==> src/rtl/ifetch_pkg.sv <==
// Shared widths, fetch step and FIFO entry type for the instruction fetch unit.
package ifetch_pkg;

  localparam int ADDR_W = 8;
  localparam int INSTR_W = 32;
  localparam logic [ADDR_W-1:0] PC_STEP = 8'd4;

  typedef struct packed {
    logic [ADDR_W-1:0]  pc;
    logic [INSTR_W-1:0] instr;
  } fetch_entry_t;

  // Instructions are word aligned; the low address bits are never honoured.
  function automatic logic [ADDR_W-1:0] align_pc(input logic [ADDR_W-1:0] addr);
    return {addr[ADDR_W-1:2], 2'b00};
  endfunction

endpackage

==> src/rtl/ifetch_if.sv <==
// Bus bundle between the fetch unit, the program ROM, decode and execute.
interface ifetch_if;
  import ifetch_pkg::*;

  logic [ADDR_W-1:0]  rom_addr;
  logic [INSTR_W-1:0] rom_data;
  logic               out_valid;
  logic               out_ready;
  logic [INSTR_W-1:0] out_instr;
  logic [ADDR_W-1:0]  out_pc;
  logic               redirect_valid;
  logic [ADDR_W-1:0]  redirect_pc;
  logic               fault;

  modport master (
    output rom_addr,
    input  rom_data,
    output out_valid,
    input  out_ready,
    output out_instr,
    output out_pc,
    input  redirect_valid,
    input  redirect_pc,
    output fault
  );

  modport slave (
    input  rom_addr,
    output rom_data,
    input  out_valid,
    output out_ready,
    input  out_instr,
    input  out_pc,
    output redirect_valid,
    output redirect_pc,
    input  fault
  );

endinterface

==> src/rtl/ifetch_fifo.sv <==
// DEPTH-entry fetch FIFO of {pc, instr}; flush empties it and wins over push.
module ifetch_fifo
  import ifetch_pkg::*;
#(
  parameter int DEPTH = 2
) (
  input  logic         clk,
  input  logic         rst_n,
  input  logic         push,
  input  logic         pop,
  input  logic         flush,
  input  fetch_entry_t din,
  output logic         full,
  output logic         empty,
  output fetch_entry_t head
);

  localparam int PW = $clog2(DEPTH);

  // One extra pointer bit distinguishes full from empty.
  logic [PW:0]  wr_ptr_reg;
  logic [PW:0]  rd_ptr_reg;
  fetch_entry_t mem_reg [DEPTH];

  always_ff @(posedge clk or negedge rst_n) begin
    if (!rst_n) begin
      wr_ptr_reg <= '0;
      rd_ptr_reg <= '0;
    end else if (flush) begin
      wr_ptr_reg <= '0;
      rd_ptr_reg <= '0;
    end else begin
      if (push) wr_ptr_reg <= wr_ptr_reg + 1'b1;
      if (pop)  rd_ptr_reg <= rd_ptr_reg + 1'b1;
    end
  end

  for (genvar gi = 0; gi < DEPTH; gi++) begin : g_entry
    always_ff @(posedge clk or negedge rst_n) begin
      if (!rst_n)
        mem_reg[gi] <= '0;
      else if (push && !flush && (wr_ptr_reg[PW-1:0] == PW'(gi)))
        mem_reg[gi] <= din;
    end
  end

  assign empty = (wr_ptr_reg == rd_ptr_reg);
  assign full  = (wr_ptr_reg[PW] != rd_ptr_reg[PW]) &&
                 (wr_ptr_reg[PW-1:0] == rd_ptr_reg[PW-1:0]);
  assign head  = mem_reg[rd_ptr_reg[PW-1:0]];

endmodule

==> src/rtl/ifetch_unit.sv <==
// Instruction fetch: PC, ROM addressing, redirect/flush control, fetch FIFO to decode.
// Define IFETCH_BOUND_EN to halt fetch past PROG_LAST and raise the sticky fault flag.
module ifetch_unit
  import ifetch_pkg::*;
#(
  parameter logic [ADDR_W-1:0] RESET_PC  = 8'h00,
  parameter int                DEPTH     = 2,
  parameter logic [ADDR_W-1:0] PROG_LAST = 8'h4C
) (
  input  logic     clk,
  input  logic     rst_n,
  ifetch_if.master bus
);

  logic [ADDR_W-1:0] pc_reg;
  logic [ADDR_W-1:0] pc_next;
  logic              halted;
  logic              fetch_en;
  logic              pop;
  logic              full;
  logic              empty;
  fetch_entry_t      head;
  fetch_entry_t      push_entry;

  assign pop        = !empty && bus.out_ready;
  assign fetch_en   = !bus.redirect_valid && (!full || pop) && !halted;
  assign push_entry = '{pc: pc_reg, instr: bus.rom_data};

  always_comb begin
    pc_next = pc_reg;
    if (bus.redirect_valid)
      pc_next = align_pc(bus.redirect_pc);
    else if (fetch_en)
      pc_next = pc_reg + PC_STEP;
  end

  always_ff @(posedge clk or negedge rst_n) begin
    if (!rst_n) pc_reg <= RESET_PC;
    else        pc_reg <= pc_next;
  end

`ifdef IFETCH_BOUND_EN
  logic fault_reg;
  logic fault_next;

  assign halted = (pc_reg > PROG_LAST);

  // Only a redirect back inside the program clears the fault; otherwise it sticks.
  always_comb begin
    fault_next = fault_reg;
    if (bus.redirect_valid) begin
      if (align_pc(bus.redirect_pc) <= PROG_LAST) fault_next = 1'b0;
    end else if (halted) begin
      fault_next = 1'b1;
    end
  end

  always_ff @(posedge clk or negedge rst_n) begin
    if (!rst_n) fault_reg <= 1'b0;
    else        fault_reg <= fault_next;
  end

  assign bus.fault = fault_reg;
`else
  logic unused_bound;

  assign halted       = 1'b0;
  assign bus.fault    = 1'b0;
  assign unused_bound = ^PROG_LAST;
`endif

  ifetch_fifo #(
    .DEPTH(DEPTH)
  ) u_fifo (
    .clk   (clk),
    .rst_n (rst_n),
    .push  (fetch_en),
    .pop   (pop),
    .flush (bus.redirect_valid),
    .din   (push_entry),
    .full  (full),
    .empty (empty),
    .head  (head)
  );

  assign bus.rom_addr  = pc_reg;
  assign bus.out_valid = !empty;
  assign bus.out_instr = empty ? '0 : head.instr;
  assign bus.out_pc    = empty ? '0 : head.pc;

endmodule

==> src/flat_wrapper.sv <==
// flat-port wrapper written by rule: the top's interface ports become plain ports
module ifetch_unit_flat import ifetch_pkg::*;
#(
  parameter logic [ADDR_W-1:0] RESET_PC  = 8'h00,
  parameter int                DEPTH     = 2,
  parameter logic [ADDR_W-1:0] PROG_LAST = 8'h4C
)
  (clk, rst_n, bus_rom_addr, bus_rom_data, bus_out_valid, bus_out_ready, bus_out_instr, bus_out_pc, bus_redirect_valid, bus_redirect_pc, bus_fault);
  ifetch_if bus_i ();
  input  logic clk;
  input  logic rst_n;
  output wire logic [$bits(bus_i.rom_addr)-1:0] bus_rom_addr;
  input wire logic [$bits(bus_i.rom_data)-1:0] bus_rom_data;
  output wire logic [$bits(bus_i.out_valid)-1:0] bus_out_valid;
  input wire logic [$bits(bus_i.out_ready)-1:0] bus_out_ready;
  output wire logic [$bits(bus_i.out_instr)-1:0] bus_out_instr;
  output wire logic [$bits(bus_i.out_pc)-1:0] bus_out_pc;
  input wire logic [$bits(bus_i.redirect_valid)-1:0] bus_redirect_valid;
  input wire logic [$bits(bus_i.redirect_pc)-1:0] bus_redirect_pc;
  output wire logic [$bits(bus_i.fault)-1:0] bus_fault;
  assign bus_rom_addr = bus_i.rom_addr;
  assign bus_i.rom_data = bus_rom_data;
  assign bus_out_valid = bus_i.out_valid;
  assign bus_i.out_ready = bus_out_ready;
  assign bus_out_instr = bus_i.out_instr;
  assign bus_out_pc = bus_i.out_pc;
  assign bus_i.redirect_valid = bus_redirect_valid;
  assign bus_i.redirect_pc = bus_redirect_pc;
  assign bus_fault = bus_i.fault;
  ifetch_unit #(.RESET_PC(RESET_PC), .DEPTH(DEPTH), .PROG_LAST(PROG_LAST)) u_core (.clk(clk), .rst_n(rst_n), .bus(bus_i));
endmodule
==> config.mk <==
export PLATFORM = sky130hd
export DESIGN_NAME = ifetch_unit_flat
export DESIGN_NICKNAME = d
export VERILOG_FILES = /design/src/rtl/ifetch_pkg.sv /design/src/rtl/ifetch_if.sv /design/src/rtl/ifetch_fifo.sv /design/src/rtl/ifetch_unit.sv /design/src/flat_wrapper.sv
export SDC_FILE = /design/constraint.sdc
export NUM_CORES = 1
export LEC_CHECK = 0
export CELL_PAD_IN_SITES_DETAIL_PLACEMENT = 1
export CELL_PAD_IN_SITES_GLOBAL_PLACEMENT = 1
export CORE_UTILIZATION = 25
export CTS_BUF_LIST = sky130_fd_sc_hd__clkbuf_4 sky130_fd_sc_hd__clkbuf_8 sky130_fd_sc_hd__clkbuf_16
export CTS_CLUSTER_DIAMETER = 30
export DETAILED_ROUTE_END_ITERATION = 12
export PLACE_DENSITY = 0.62
export SKIP_CTS_REPAIR_TIMING = 1
export SYNTH_ARGS = -nofsm -noshare
export SYNTH_HDL_FRONTEND = slang
export SYNTH_SLANG_ARGS = --single-unit
==> constraint.sdc <==
create_clock -name clk -period 1.8 [get_ports clk]
set_clock_uncertainty 0.1 [all_clocks]
set_input_delay 0.27 -clock clk [delete_from_list [all_inputs] [get_ports clk]]
set_output_delay 0.27 -clock clk [all_outputs]
set_load 0.01 [all_outputs]
==> results of run 1 <==
logic make-up (layout without fill, tap and decap cells):
kind of cell	Yosys count	in the layout
AO/OA/AOI/OAI	12	12
adder cells (fa/ha/maj)	1	1
flip-flops	86	86
buffers and inverters	26	146
multiplexers	116	116
other	1	5
XOR/XNOR	10	10
AND/OR/NAND/NOR	61	63
worst paths after layout:
path	start	end	slack, ns
worst min-delay path	rst_n	u_core.bus.rom_addr[7]	0.32
max in group asynchronous	rst_n	u_core.bus.rom_addr[3]	0.69
worst max register to register	u_core.u_fifo.wr_ptr_reg[1]	u_core.u_fifo.mem_reg[45]	-0.19
worst min register to register	u_core.u_fifo.mem_reg[79]	u_core.u_fifo.mem_reg[79]	0.39
min in group clk	bus_redirect_pc[3]	u_core.bus.rom_addr[3]	0.38
worst max-delay path	u_core.u_fifo.wr_ptr_reg[1]	bus_out_instr[6]	-0.25
area by class of cell:
class                   count  share of cell area
multi-input cells         207               0.330
well taps                 216              0.0443
clock buffers              12              0.0416
inverters                   1            0.000615
repair buffers            129               0.225
flip-flops and latches     86               0.354
clock inverters             4             0.00369
per-layer routing:
| layer | share of wire | up-vias |
|---|---|---|
| met2 | 0.50 | 64 |
| met3 | 0.038 | 11 |
| met5 | 0 | - |
| met1 | 0.44 | 1481 |
| met4 | 0.015 | 0 |
| li1 | - | 1318 |
stage by stage:
stage	total power, mW	worst slack (ns)	TNS (ns)
2_1_floorplan	6.48	0.00199	0
3_5_place_dp	9.13	-0.707	-44.73
6_report	12.0	-0.252	-19.49
3_3_place_gp	8.93	-0.692	-42.67
4_1_cts	11.0	-1.09	-58.99
5_1_grt	12.8	-0.306	-25.44
cells in the final DEF, fill, tap and decap left out, types with 2 or more instances in the layout:
cell type        Yosys  layout
conb_1               1       5
clkdlybuf4s50_1      0      46
nor2b_1              2       2
nand2_1              6       6
o21ai_0              6       5
dfrtp_1             86      78
mux2i_4              0       2
clkbuf_16            0      17
nor2_1              45      27
buf_6                3       9
clkbuf_2             0      10
dfrtp_2              0       8
nor2_4               0       4
mux2_1              20      15
buf_16               0       2
mux2_2              37      37
xor2_1               7       6
mux2_4              20      25
nand3_1              3       3
o31ai_4              0       2
buf_4                7      11
o31ai_1              2       2
buf_8                2       3
mux2i_1             39      34
clkinv_2             0       3
buf_2                5      27
xor2_4               0       2
buf_12               0      11
nor2_2               0      16
clkbuf_4             0       2
or4_1                2       2
mux2i_2              0       3
cell usage after synthesis (all sizes together):
master / count / area, um^2
dfrtp: 86 / 2150
mux2: 77 / 942
nor2: 45 / 169
mux2i: 39 / 390
buf: 18 / 145
xor2: 8 / 77.6
clkbuf: 7 / 26.3
nand2: 6 / 22.5
o21ai: 6 / 30.0
o31ai: 4 / 40.0
nand3: 3 / 15.0
nor2b: 2 / 12.5
or4: 2 / 15.0
xnor2: 2 / 25.0
a21oi: 1 / 8.76
and3: 1 / 6.26
conb: 1 / 3.75
ha: 1 / 12.5
inv: 1 / 3.75
nand2b: 1 / 6.26
nor3: 1 / 10.0
o211ai: 1 / 7.51
worst max-delay path: cells and delay by family (launching register included):
family	cells	cell delay, ns
flip-flops	1	0.45
buffers and inverters	3	0.42
XOR/XNOR	1	0.31
AND/OR/NAND/NOR	2	0.15
power groups by stage:
stage | logic (mW) | registers [mW] | clock network [mW]
after CTS | 5.70 | 3.43 | 1.82
after detailed placement | 5.67 | 3.46 | 0
final | 6.75 | 3.51 | 1.76
after global routing | 7.27 | 3.64 | 1.89
after floorplan | 3.20 | 3.28 | 0
after global placement | 5.57 | 3.36 | 0
==> flow_summary_export.csv, run 1 <==
group,metric,value,unit
global_route,grt_pass1_wl,16100,um
finish,nets,479,
flow_run,cap_violations,0,
pwr,intPower,7.46,mW
pwr,power.density,1970,nW/um^2
yosys,avgSynthCellArea,13.2,um^2
die,die_w,130,um
yosys,yosys_warnings,0,
finish,drive_gt1_frac,0.453,
setup_path,slowest_stage,"dfrtp_2",
placed_design,dpl.hpwl,6690,um
placed_design,postPlaceCellArea,5290,um^2
pwr,swShare,0.379,
pwr,combPwrFrac,0.562,
finish,multiInputGateArea,2010,um^2
finish,syn_to_final_growth,48.0,%
finish,final.fill_count,1715,
detailed_routing,route.antenna.remaining_nets,0,
global_route,met1_usage,0.157,
finish,largest_register_ff_count,76,
global_route,grt_pass1_vias,3030,
timing,fin_ws,-0.252,ns
die,ios,94,
global_route,grt_use_total,0.127,
global_route,met3_usage,0.0281,
timing,rsz0062_at_grt,"yes",
global_route,gr-usage-met2,0.213,
clock_network,cts_buffers,9,
placed_design,port_buffers,86,
yosys,synthXorXnorAreaFrac,0.0249,
pwr,switching_power,4.56,mW
setup_path,cp_slowest_stage_delay,0.45,ns
die,design.core.area,16000,um^2
setup_path,crit_top_cell,"buf_12",
setup_path,setup.worst_path.end_class,"primary output",
pwr,p_clk_frac,0.147,
yosys,synth.area.mux_share,0.323,
yosys,synth-seq-area-share,0.522,
setup_path,crit_chain,"xor2_4 -> buf_12 -> nor2_4 -> buf_12 -> nor2_1 -> buf_2",
setup_path,r2r.worst_path.cells,6,
detailed_routing,routed_wl,12200,um
global_route,grt_overflow_total,0,
setup_path,cp-start-kind,"flip-flop",
clock_network,cts.path.max_buffers,2,
detailed_routing,wl_per_cell,18.7,um
detailed_routing,vias,2874,
pwr,vdd_drop_max,0.596,mV
setup_path,path_max_fanout,14,
yosys,ys_types,31,
timing,drv_slew,0,
timing,hold_violations,0,
timing,finalCritPeriodShare,1.14,
yosys,synthSimpleGateAreaFrac,0.0622,
run_status,violations,"negative setup slack",
finish,final_cells,655,
yosys,ys_ff_latch,86,
global_route,antenna_found_initial,0,
clock_network,cts.sinks,86,
global_route,grt-busiest-layer,"met2",
clock_network,root_buffer,"clkbuf_16",
timing,final.min_clock_period,2.05,ns
detailed_routing,drcViolationCount,0,
die,rows,46,
run_status,outcome,"finished, violations left",
pwr,p_leak,2.63,nW
yosys,synth_compound_area_frac,0.0209,
timing,whs,0.322,ns
detailed_routing,drt_iter0_drc,79,
clock_network,clk_pin_slew_worst_paths,0.06,ns
timing,setup-violations-final,115,
global_route,grt_max_degree,43,
clock_network,cts_tree,"done",
setup_path,crit_required,1.43,ns
yosys,syn_area,4120,um^2
pwr,p_seq_frac,0.292,
yosys,yosys.area_share.adder,0.00304,
yosys,syn_inst,313,
finish,regArea,2160,um^2
yosys,synth_top_family_by_area,"multiplexers",
die,dieArea,17000,um^2
detailed_routing,vias_per_cell,4.39,
clock_network,h-tree-depth,3,
detailed_routing,dr.pass1.iters,3,
die,start_util,0.258,
placed_design,dpl.cell_count,610,
setup_path,cp.arrival,1.68,ns
finish,diodes,0,
timing,clock.fmax,0.487,GHz
hold_path,hold_path_class,"in2async",
placed_design,place.gp.congestion,0.695,
clock_network,clkLatencyLatePin,0.34,ns
die,die_height,130,um
finish,finalInstanceArea,6100,um^2
setup_path,path_class,"reg2out",
finish,utilization,0.381,
No activity file was read; power rests on OpenSTA's default activity.
==> run 2, diff against run 1 <==
--- a/config.mk
+++ b/config.mk
@@ -11,8 +11,9 @@
 export CTS_BUF_LIST = sky130_fd_sc_hd__clkbuf_4 sky130_fd_sc_hd__clkbuf_8 sky130_fd_sc_hd__clkbuf_16
 export CTS_CLUSTER_DIAMETER = 30
 export DETAILED_ROUTE_END_ITERATION = 12
-export PLACE_DENSITY = 0.62
+export PLACE_DENSITY = 0.61
 export SKIP_CTS_REPAIR_TIMING = 1
 export SYNTH_ARGS = -nofsm -noshare
 export SYNTH_HDL_FRONTEND = slang
+export SYNTH_HIERARCHICAL = 1
 export SYNTH_SLANG_ARGS = --single-unit
==> constraint.sdc (replaced) <==
create_clock -name clk -period 1.8 [get_ports clk]
set_clock_uncertainty 0.1 [all_clocks]
set_input_delay 0.36 -clock clk [delete_from_list [all_inputs] [get_ports clk]]
set_output_delay 0.36 -clock clk [all_outputs]
set_load 0.01 [all_outputs]
==> run 2 against run 1 <==
The run still ends with negative setup slack left. Critical path depth stayed put. Sequential power is 5.7% lower. First-iteration DRC count is 11% lower. Sequential share of layout area is 0.50 points lower. Clock power is 16% higher. Clock-buffer cell count is 2 lower. Cell area is 5.9% higher. Register-to-register slack worse by 0.27 ns. Utilization is 0.44 points higher. Critical path type unchanged. Critical endpoint is now bus_out_instr[26].
==> flow_summary_export.csv, run 2 <==
group,metric,value,unit
setup_path,crit_start,"u_core/u_fifo/rd_ptr_reg[0]",
timing,drv_slew,0,
detailed_routing,route.antenna.remaining_nets,0,
finish,nets,498,
clock_network,cts.sinks,90,
yosys,syn_inst,321,
setup_path,slowest_stage,"dfrtp_2",
placed_design,dpl.hpwl,6570,um
pwr,vdd_drop_max,0.535,mV
finish,syn_to_final_growth,49.2,%
finish,largest_register_ff_count,80,
yosys,yosys_warnings,6,
yosys,async_flop_share,1.00,
setup_path,r2r_end,"u_core/u_fifo/mem_reg[56]",
setup_path,cp.arrival,1.83,ns
die,rows,47,
finish,diodes,0,
yosys,yosys-top-cells-area,"dfrtp_1 (52%), mux2_2 (31%), nor2b_1 (5.8%), xnor2_1 (1.4%), buf_4 (1.2%)",
setup_path,path_class,"reg2out",
clock_network,cts.path.max_buffers,2,
run_status,outcome,"finished, violations left",
placed_design,dpl.cell_count,632,
timing,finalCritPeriodShare,1.27,
yosys,synth_top_area_frac,0.520,
global_route,grt_use_total,0.123,
timing,setup-violations-final,125,
global_route,grt_pass1_wl,16800,um
yosys,synth_edf_count,0,
hold_path,hold_path.startpoint,"u_core/u_fifo/mem_reg[9]",
setup_path,reg2reg_slack,-0.46,ns
setup_path,setup.worst_path.end_class,"primary output",
die,design.core.area,16800,um^2
detailed_routing,dr.pass1.iters,4,
detailed_routing,drcViolationCount,0,
timing,rsz0062_at_grt,"yes",
clock_network,clkLatencyLatePin,0.34,ns
finish,final_cell_mix,"mux2_2 (96), dfrtp_1 (85), clkdlybuf4s50_1 (45)",
detailed_routing,vias_per_cell,4.27,
hold_path,hold_path_class,"reg2reg",
setup_path,reg2reg_from,"u_core/u_fifo/rd_ptr_reg[0]",
timing,clock.fmax,0.437,GHz
yosys,synth-seq-area-share,0.520,
pwr,power.density,1670,nW/um^2
finish,final_cells,678,
timing,worstMarginPinSlew,0.504,ns
timing,final.min_clock_period,2.29,ns
global_route,grt_max_degree,91,
timing,slew_headroom,0.664,
die,ios,94,
setup_path,crit_end,"bus_out_instr[26]",
setup_path,crit_chain,"xor2_4 -> nor2_4 -> buf_4 -> buf_12 -> and2b_2 -> dlymetal6s2s_1",
yosys,synthFlopType,"dfrtp_1",
yosys,ys_top_cells_by_count,"mux2_2 (120), dfrtp_1 (90), nor2b_1 (40)",
yosys,syn_area,4330,um^2
detailed_routing,wl_per_cell,17.1,um
yosys,yosysTopAreaCell,"dfrtp_1",
finish,drive_gt1_frac,0.559,
detailed_routing,routed_wl,11600,um
placed_design,port_buffers,88,
setup_path,crit_required,1.34,ns
setup_path,r2r.worst_path.cells,8,
yosys,ys_ff_latch,90,
timing,fin_ws,-0.487,ns
clock_network,h-tree-depth,3,
global_route,antenna_found_initial,0,
clock_network,cts_tree,"done",
die,dieArea,17900,um^2
die,die_w,134,um
setup_path,path_max_fanout,8,
pwr,p_leak,2.89,nW
placed_design,place.gp.congestion,0.683,
global_route,grt_pass1_vias,3156,
finish,layout_commonest_cell,"mux2_2",
die,start_util,0.258,
finish,utilization,0.386,
clock_network,cts_buffers,9,
yosys,ys_types,27,
clock_network,root_buffer,"clkbuf_16",
timing,hold_violations,0,
yosys,avgSynthCellArea,13.5,um^2
setup_path,cp-start-kind,"flip-flop",
detailed_routing,drt_iter0_drc,70,
yosys,synth.most_common_cell,"mux2_2",
setup_path,cp_slowest_stage_delay,0.47,ns
global_route,grt_overflow_total,0,
run_status,violations,"negative setup slack",
clock_network,clk_pin_slew_worst_paths,0.07,ns
die,die_height,134,um
detailed_routing,vias,2898,
flow_run,cap_violations,0,
run 2: cell types whose count changed in the layout (fill, tap and decap cells not counted), sizes merged, moves of 5 or more:
cell and delta:
nor2 -44, mux2 +43, mux2i -38, nor2b +38
buf +10, clkbuf -6, xor2 -6, xnor2 +5
run 2: critical path: cells and delay by family (launching register included):
family                 cells  cell delay [ns]
buffers and inverters      3             0.44
AND/OR/NAND/NOR            2             0.39
flip-flops                 1             0.47
XOR/XNOR                   1             0.18
run 2: final cells by class:
cell class | instances | area (um^2)
fillers | 1769 | 10300
flip-flops and latches | 90 | 2260
multi-input cells | 213 | 2200
repair buffers | 137 | 1410
well taps | 220 | 275
clock buffers | 10 | 239
clock inverters | 6 | 80.1
inverters | 2 | 7.51
run 2: power by group:
part	total [mW]	leakage [nW]	switching (mW)	internal, mW
Sequential	3.31	1.07	0.437	2.87
Clock	2.04	0.162	0.793	1.24
Combinational	5.45	1.66	2.11	3.34
Total	10.8	2.89	3.34	7.45
run 2: logic make-up after synthesis:
kind of cell / after synthesis / share of synthesized area
adders and majority gates: 1 / 0.00289
other: 1 / 0.000866
buffers and inverters: 24 / 0.0355
DFF: 90 / 0.520
xor gates and xnor gates: 9 / 0.0182
muxes: 121 / 0.314
AOI/OAI and AO/OA: 15 / 0.0228
and+or+nand+nor: 60 / 0.0855
run 2: worst min-delay path by stage:
stage | endpoint | slack [ns] | cells after the start
4_1_cts | u_core/u_fifo/mem_reg[14] | -0.02 | 2
5_1_grt | u_core/u_fifo/mem_reg[6] | 0.41 | 1
6_report | u_core/u_fifo/mem_reg[9] | 0.40 | 1
3_5_place_dp | u_core/u_fifo/mem_reg[14] | 0.35 | 2
2_1_floorplan | u_core/bus.rom_addr[2] | -0.04 | 0
3_3_place_gp | u_core/u_fifo/mem_reg[54] | 0.34 | 2
run 2: routing by layer:
metal / share of wire / global-route usage
met3: 0.034 / 0.0301
met2: 0.50 / 0.202
met1: 0.46 / 0.154
met5: 0 / 0
met4: 0.015 / 0.0499
run 2: stage by stage:
step                      instance area [um^2]  worst slack (ns)  TNS [ns]  power (mW)  hold WS, ns
after floorplan                           4390            -0.331    -25.25        5.74      -0.0356
after global placement                    5610            -0.411    -42.89        7.55        0.343
after detailed placement                  5610            -0.444    -45.22        7.70        0.353
after CTS                                 5930            -0.756    -61.83        9.82      -0.0233
after global routing                      6460            -0.542    -58.29        11.5        0.415
final                                     6460            -0.487    -48.28        10.8        0.403
==> run 3, diff against run 2 <==
--- a/config.mk
+++ b/config.mk
@@ -11,6 +11,7 @@
 export CTS_BUF_LIST = sky130_fd_sc_hd__clkbuf_4 sky130_fd_sc_hd__clkbuf_8 sky130_fd_sc_hd__clkbuf_16
 export CTS_CLUSTER_DIAMETER = 30
 export DETAILED_ROUTE_END_ITERATION = 12
+export GPL_TIMING_DRIVEN = 0
 export PLACE_DENSITY = 0.61
 export SKIP_CTS_REPAIR_TIMING = 1
 export SYNTH_ARGS = -nofsm -noshare
==> run 3 against run 2 <==
The flow still finishes with violations (negative setup slack). Sequential share of layout area shrank 1.7 points. Global-route usage grew 0.74 points. Wire length grew 5.3%. Critical endpoint is now u_core/u_fifo/mem_reg[42].
==> flow_summary_export.csv, run 3 (synthesized netlist as in run 2, its figures left out) <==
group,metric,value,unit
placed_design,place.gp.congestion,0.695,
placed_design,postPlaceCellArea,5570,um^2
run_status,violations,"negative setup slack",
clock_network,root_buffer,"clkbuf_16",
detailed_routing,route.antenna.remaining_nets,0,
finish,layout_commonest_cell,"dfrtp_1",
hold_path,hold_path_class,"in2async",
die,die_height,134,um
global_route,grt_max_degree,64,
finish,drive_gt1_frac,0.521,
placed_design,port_buffers,88,
finish,finalInstanceArea,6810,um^2
global_route,grt_pass1_vias,3273,
setup_path,cp.arrival,2.45,ns
setup_path,cp_top_family,"simple AND/OR/NAND/NOR gates",
setup_path,crit_required,1.92,ns
pwr,finalPower,11.0,mW
finish,syn_to_final_growth,57.1,%
timing,whs,0.387,ns
setup_path,crit_buf_inv,2,
clock_network,cts.path.max_buffers,2,
flow_run,cap_violations,0,
finish,largest_register_ff_count,80,
global_route,grt_use_total,0.130,
die,ios,94,
placed_design,dpl.hpwl,7310,um
finish,final_cells,683,
die,die_w,134,um
setup_path,cp_slowest_stage_delay,0.39,ns
clock_network,h-tree-depth,3,
timing,tns,-57.53,ns
detailed_routing,vias,2958,
clock_network,cts.sinks,90,
setup_path,path_class,"reg2reg",
timing,clock.fmax,0.428,GHz
pwr,p_leak,3.30,nW
finish,final_cell_mix,"dfrtp_1 (84), mux2_2 (80), clkdlybuf4s50_1 (42)",
timing,rsz0062_at_grt,"yes",
setup_path,crit_start,"u_core/u_fifo/rd_ptr_reg[1]",
detailed_routing,dr.pass1.iters,4,
die,design.core.area,16800,um^2
timing,final.min_clock_period,2.33,ns
placed_design,dpl.cell_count,636,
finish,diodes,0,
finish,final.fill_count,1738,
setup_path,crit_chain,"xor2_1 -> nor2_4 -> nand2b_4 -> a21oi_4 -> nor3b_4 -> buf_12 -> clkbuf_16 -> mux2_4",
finish,multiInputGateArea,2250,um^2
global_route,grt_pass1_wl,17700,um
global_route,antenna_found_initial,0,
timing,setup-violations-final,124,
timing,worstMarginPinSlew,0.504,ns
die,start_util,0.258,
timing,fin_ws,-0.534,ns
clock_network,clkLatencyLatePin,0.34,ns
clock_network,cts_tree,"done",
finish,utilization,0.406,
die,dieArea,17900,um^2
finish,regArea,2260,um^2
clock_network,cts_buffers,9,
timing,finalCritPeriodShare,1.30,
clock_network,clk_pin_slew_worst_paths,0.06,ns
setup_path,path_max_fanout,8,
pwr,vdd_drop_max,0.674,mV
timing,hold_violations,0,
setup_path,slowest_stage,"dfrtp_1",
detailed_routing,vias_per_cell,4.33,
placed_design,dp_slack,-1.06,ns
timing,slew_headroom,0.664,
pwr,power.density,1620,nW/um^2
setup_path,reg2reg_from,"u_core/u_fifo/rd_ptr_reg[1]",
finish,nets,503,
detailed_routing,drcViolationCount,0,
run_status,outcome,"finished, violations left",
die,rows,47,
global_route,grt_overflow_total,0,
detailed_routing,routed_wl,12200,um
timing,drv_slew,0,
detailed_routing,drt_iter0_drc,92,
setup_path,setup.worst_path.end_class,"flip-flop",
setup_path,cp-start-kind,"flip-flop",
detailed_routing,wl_per_cell,17.9,um
run 3: cell types whose count changed in the layout (fill, tap and decap cells not counted), sizes merged:
cell / before / now
clkdlybuf4s50: 45 / 42
dlymetal6s2s: 4 / 27
buf: 73 / 63
clkbuf: 24 / 23
clkinv: 4 / 1
bufinv: 2 / 1
run 3: report_power, final:
part,leakage [nW],switching (mW),internal (mW)
Combinational,2.08,2.15,3.59
Sequential,1.07,0.451,2.87
Clock,0.157,0.770,1.20
run 3: area by class of cell:
type                       count  share of cell area
buffer                        22              0.0498
clock buffer                  14              0.0404
clock inverter                 2             0.00515
inverter                       2             0.00110
multi-input combinational    213               0.331
sequential                    90               0.332
tap                          220              0.0404
timing repair buffer         120               0.200
run 3: worst paths after layout:
kind,depth (start not counted),slack [ns],to
setup / recovery,8,-0.53,u_core/u_fifo/mem_reg[42]
hold / removal,2,0.39,u_core/u_fifo/mem_reg[9]
setup reg to reg,8,-0.53,u_core/u_fifo/mem_reg[42]
hold reg to reg,1,0.40,u_core/u_fifo/mem_reg[4]
max in group asynchronous,3,0.53,u_core/bus.rom_addr[6]
min in group clk,1,0.40,u_core/u_fifo/mem_reg[4]
run 3: worst register-to-register path: stages, from the launching register on:
cell	delay (ns)
dfrtp_1	0.39
xor2_1	0.31
nor2_4	0.10
nand2b_4	0.18
a21oi_4	0.21
nor3b_4	0.26
buf_12	0.20
clkbuf_16	0.17
mux2_4	0.29
run 3: routing by layer:
layer  vias up  part of all wire  GRT usage
met5         -                 0          0
met3        10             0.040     0.0346
met1      1522              0.44      0.160
li1       1369                 -          -
met4         0             0.012     0.0398
met2        57              0.51      0.223
